`config.mk`:
```
export PLATFORM = sky130hd
export DESIGN_NAME = rtc_lector_bus
export DESIGN_NICKNAME = d
export VERILOG_FILES = /design/src/rtl/rtc_bus_pkg.sv /design/src/rtl/rtc_bcd2bin.sv /design/src/rtl/rtc_lector_bus.sv
export SDC_FILE = /design/constraint.sdc
export NUM_CORES = 1
export LEC_CHECK = 0
export CORE_MARGIN = 2
export CORE_UTILIZATION = 43
export CTS_CLUSTER_SIZE = 16
export DETAILED_ROUTE_END_ITERATION = 6
export HOLD_SLACK_MARGIN = 0.08
export PLACE_DENSITY = 0.81
export SLEW_MARGIN = 20
export SYNTH_ARGS = -nofsm -noshare
export SYNTH_HDL_FRONTEND = slang
export SYNTH_SLANG_ARGS = --single-unit
```
`constraint.sdc`:
```
create_clock -name clk -period 1.7 [get_ports clk]
set_clock_uncertainty 0.1 [all_clocks]
set_input_delay 0.17 -clock clk [delete_from_list [all_inputs] [get_ports clk]]
set_output_delay 0.17 -clock clk [all_outputs]
set_load 0.02 [all_outputs]
```
`src/rtl/rtc_bus_pkg.sv`:
```
// Shared definitions for the RTC multiplexed AD bus read/write blocks.
// States, default timings and fixed bus codes.
package rtc_bus_pkg;

    typedef enum logic [2:0] {
        IDLE = 3'd0,
        ADDR = 3'd1,
        HOLD = 3'd2,
        TURN = 3'd3,
        READ = 3'd4,
        REC  = 3'd5
    } state_t;

    localparam int T_ADDR_D = 4;
    localparam int T_RD_D   = 10;
    localparam int T_REC_D  = 4;
    localparam int CNT_W_D  = 5;

    localparam logic [7:0] BUS_IDLE = 8'h00;
    localparam logic [7:0] BCD_INV  = 8'hFF;

endpackage

```
`src/rtl/rtc_bcd2bin.sv`:
```
// Combinational packed-BCD to binary converter.
// Invalid digits (>9) map to the BCD_INV code.
module rtc_bcd2bin
    import rtc_bus_pkg::*;
(
    input  logic [7:0] i_bcd,
    output logic [7:0] o_bin
);

    logic [3:0] w_hi;
    logic [3:0] w_lo;

    assign w_hi = i_bcd[7:4];
    assign w_lo = i_bcd[3:0];

    // tens*10 = tens*8 + tens*2
    always_comb begin
        o_bin = BCD_INV;
        if (w_hi <= 4'd9 && w_lo <= 4'd9) begin
            o_bin = {1'b0, w_hi, 3'b000}
                  + {3'b000, w_hi, 1'b0}
                  + {4'b0000, w_lo};
        end
    end

endmodule

```
`src/rtl/rtc_lector_bus.sv`:
```
// RTC AD-bus read sequencer: ALE address, turnaround, RD strobe, capture.
// Optional BCD decode of the captured byte with RTC_BCD2BIN_EN.
module rtc_lector_bus
    import rtc_bus_pkg::*;
#(
    parameter int T_ADDR = T_ADDR_D,
    parameter int T_RD   = T_RD_D,
    parameter int T_REC  = T_REC_D,
    parameter int CNT_W  = CNT_W_D
) (
    input  logic       clk,
    input  logic       reset,
    input  logic       start,
    input  logic [7:0] addr,
    input  logic [7:0] ad_in,
    output logic [7:0] ad_out,
    output logic       ad_oe,
    output logic       cs_n,
    output logic       rd_n,
    output logic       wr_n,
    output logic       ale,
    output logic       busy,
    output logic [7:0] dato,
    output logic       dato_valido
);

    state_t            r_state;
    state_t            w_nxt;
    logic [CNT_W-1:0]  r_cnt;
    logic [CNT_W-1:0]  w_lim;
    logic [7:0]        r_addr;
    logic [7:0]        w_addr_nxt;
    logic [7:0]        w_conv;
    logic              w_done;
    logic              w_acc;
    logic              w_cap;
    logic              w_drv;

`ifdef RTC_BCD2BIN_EN
    rtc_bcd2bin u_bcd (
        .i_bcd (ad_in),
        .o_bin (w_conv)
    );
`else
    assign w_conv = ad_in;
`endif

    always_comb begin
        w_lim = '0;
        unique case (r_state)
            ADDR:    w_lim = CNT_W'(T_ADDR - 1);
            READ:    w_lim = CNT_W'(T_RD - 1);
            REC:     w_lim = CNT_W'(T_REC - 1);
            default: w_lim = '0;
        endcase
    end

    assign w_done     = (r_cnt == w_lim);
    assign w_acc      = (r_state == IDLE) && start;
    assign w_cap      = (r_state == READ) && w_done;
    assign w_addr_nxt = w_acc ? addr : r_addr;

    always_comb begin
        w_nxt = r_state;
        unique case (r_state)
            IDLE:    if (start)  w_nxt = ADDR;
            ADDR:    if (w_done) w_nxt = HOLD;
            HOLD:    w_nxt = TURN;
            TURN:    w_nxt = READ;
            READ:    if (w_done) w_nxt = REC;
            REC:     if (w_done) w_nxt = IDLE;
            default: w_nxt = IDLE;
        endcase
    end

    always_ff @(posedge clk or posedge reset) begin
        if (reset) begin
            r_state <= IDLE;
        end else begin
            r_state <= w_nxt;
        end
    end

    assign w_drv = (w_nxt == ADDR) || (w_nxt == HOLD);

    // Outputs decoded from the next state so they line up with it.
    always_ff @(posedge clk or posedge reset) begin
        if (reset) begin
            r_cnt       <= '0;
            r_addr      <= BUS_IDLE;
            cs_n        <= 1'b1;
            rd_n        <= 1'b1;
            wr_n        <= 1'b1;
            ale         <= 1'b0;
            ad_oe       <= 1'b0;
            ad_out      <= BUS_IDLE;
            busy        <= 1'b0;
            dato        <= 8'h00;
            dato_valido <= 1'b0;
        end else begin
            if (w_nxt != r_state || r_state == IDLE) begin
                r_cnt <= '0;
            end else begin
                r_cnt <= r_cnt + 1'b1;
            end
            r_addr      <= w_addr_nxt;
            cs_n        <= (w_nxt == IDLE) || (w_nxt == REC);
            rd_n        <= (w_nxt != READ);
            wr_n        <= 1'b1;
            ale         <= (w_nxt == ADDR);
            ad_oe       <= w_drv;
            ad_out      <= w_drv ? w_addr_nxt : BUS_IDLE;
            busy        <= (w_nxt != IDLE);
            dato_valido <= w_cap;
            if (w_cap) begin
                dato <= w_conv;
            end
        end
    end

endmodule
```
==> run metrics <==
io pins=42; Gate power share=0.429; Seq/Total Area, Yosys=0.589; Synth cell types=40; IO Port Bufs=40; synth cell count leaders=dfrtp_1, mux2_2, and2b_1; antenna fix cells=0; TritonCTS clock tree=built; cell row count=22; FF-to-FF End=ad_out[0]$_DFF_PP0_; Syn Nets=140; Buf/Inv on CP=2; drt pass-1 iters=4; Post-synth EDFFs=0; initial antenna violation count=0; Cell Area, Synth=1620 µm²; CTS Buf Count=5; RSZ-0062 raised after global routing=true; CP Capture Type=flop; Design Power=roughly 3.5 mW; vias in the first global route=1264; crit-path max FO=9; sw power=1.18 mW; critical path required time=1780 ps; register share of total power=0.390; pre-CTS setup slack=-105 ps; reg2reg path depth=5; top-count cell post-synth=dfrtp_1; Max VDD drop=766 µV; GRT overflow=0; Clock Sinks=38; CP cell instances=buf_4 -> nor4b_4 -> buf_6 -> mux2_2 -> and2b_1; die height=65.3 µm; Cells after Synth=120; Clock Tree Buf Depth=2; DR WL met3=109 µm; area leader, netlist=dfrtp_1; failing checks=negative setup slack; endpoints failing setup=10; clk_lat worst skew=around 290 ps; Final min period=1760 ps; Internal Power=2.31 mW; DRT iter0 DRCs=44; met1 wire length=~1300 µm; Avg WL per Cell=~15 µm; largest net degree at the start of global routing=39; Clk pin slew, worst setup/hold paths=70 ps; worst setup margin=-57.4 ps; PwrDens=1470 nW/µm²; P&R area growth vs syn=46.8%; fin util=0.654; FFs w/ async S/R, synth=1.00; DP Wirelength=2500 µm; syn_area_per_cell=13.5 µm²; WS Path Type=reg2reg; Routed Antenna Nets=0; share of cells above drive strength 1=0.357; Remaining DRCs=0; worst reg2reg setup slack=-60 ps; max cap viols=0; root buf cell=clkbuf_8; fmax=between 500 and 600 MHz; Worst Hold Class=in2async; Area contributors post-synth=dfrtp_1, mux2_2, and2b_1, dfstp_2, a2111oi_4; Slowest-stage cell, CP=dfrtp_2; Synth Register Bits=38; period utilization=1.03; crit path DAT=roughly 1800 ps; P_leak=1.06 nW; Initial Util=0.445; synth warn=0; Die ar.=4270 µm²; global-route wire length before repair=just under 6000 µm; post-synth top area share=0.557; crit start category=flop; H-tree Lvls=2; worst r2r src=r_state[1]$_DFF_PP0_; via count=about 1100; clock network power share=0.181; endpoints failing hold=0; slowest stage delay, CP=around 450 ps; max-slew violations=0; routed wl met2=1850 µm; ys flop type=dfrtp_1; outcome=finished with violations; CP delay by family, top=flip-flops; Total GRT Usage=0.187; NumNets Final=204; Routed WL=3380 µm; switch share=0.338; final-layout fill cell count=287; Core Footprint=3630 µm²; Final GP Congestion=around 0.89; Vias per Instance=approximately 4.9; Stages on worst setup path=5; Die W=65.3 µm; Highest Signal Layer=met4
## sequential cells by signal, summed over array words and instances (netlist names), 3 cells and up
signal	count
r_addr	8
r_state	3
r_cnt	5
ad_out	8
dato	8
## metal layers
| layer | vias up | GRT usage |
|---|---|---|
| met1 | 572 | 0.213 |
| li1 | 538 | - |
| met2 | 25 | 0.328 |
| met5 | - | 0 |
| met4 | 0 | 0.0859 |
| met3 | 8 | 0.0497 |
## cell families after synthesis
family          Yosys count  share of synthesized area
flops                    38                      0.589
fa+ha+maj                 1                    0.00773
simple gates             37                      0.162
compound gates           14                     0.0696
other cells               1                    0.00232
buf+inv                   9                     0.0348
mux                      17                      0.118
xor+xnor                  3                     0.0162
## placed cells by master, fill, tap and decap left out, drive strengths merged, types with 3 or more instances in the layout
master and n:
nor4 3, clkdlybuf4s50 39, inv 4, nor2 5
o21ai 3, buf 22, mux2 17, dfrtp 36
clkbuf 6, nand2 3, and2b 9, nand2b 4
nand3 4, a21oi 3
## power groups by stage
| stage | combinational, mW | sequential [mW] | clock [mW] |
|---|---|---|---|
| finish | 1.50 | 1.36 | 0.633 |
| CTS | 1.50 | 1.36 | 0.650 |
| global placement | 1.34 | 1.35 | 0 |
| floorplan | 0.690 | 1.48 | 0 |
| global route | 1.63 | 1.39 | 0.693 |
| detailed placement | 1.42 | 1.37 | 0 |
## how the worst max path moves through the flow
stage                               startpoint                   to  slack, ps
after floorplan           r_state[1]$_DFF_PP0_  ad_out[0]$_DFF_PP0_        -40
after global placement                   start  ad_out[3]$_DFF_PP0_        -60
after detailed placement  r_state[1]$_DFF_PP0_  dato[4]$_DFFE_PP0P_       -110
after CTS                 r_state[1]$_DFF_PP0_  ad_out[1]$_DFF_PP0_        -70
after global routing      r_state[1]$_DFF_PP0_  ad_out[6]$_DFF_PP0_       -130
final                     r_state[1]$_DFF_PP0_  ad_out[0]$_DFF_PP0_        -60
## what timing repair did
item / in CTS / in global routing
pin swaps: 1 / 0
buffers inserted: 1 / 1
gates resized for setup: 12 / 1
hold buffers: 0 / 0
endpoints found under the setup margin: 26 / 25
## metrics by stage
step / cell area (µm²) / hold WS, ps / TNS [ps] / instances
after floorplan: 1620 / 222 / -305 / 120
after global placement: 2220 / 375 / -903 / 223
after detailed placement: 2220 / 386 / -2030 / 223
after CTS: 2360 / 124 / -561 / 232
after global routing: 2370 / 132 / -1790 / 233
final: 2370 / 121 / -469 / 233
## tightest hold or removal path, cell delays in order
cell and delay [ps]:
clkdlybuf4s50_1 390, inv_1 90, buf_12 230
## cell type report
type,count,area [µm²],area share
Clock inverter,2,12.5,0.00527
Timing Repair Buffer,62,601,0.253
Inverter,4,15.0,0.00632
Clock buffer,6,82.6,0.0348
Multi-Input combinational cell,73,647,0.272
Tap cell,48,60.1,0.0253
Sequential cell,38,957,0.403
Power figures use the tool's default switching activity.
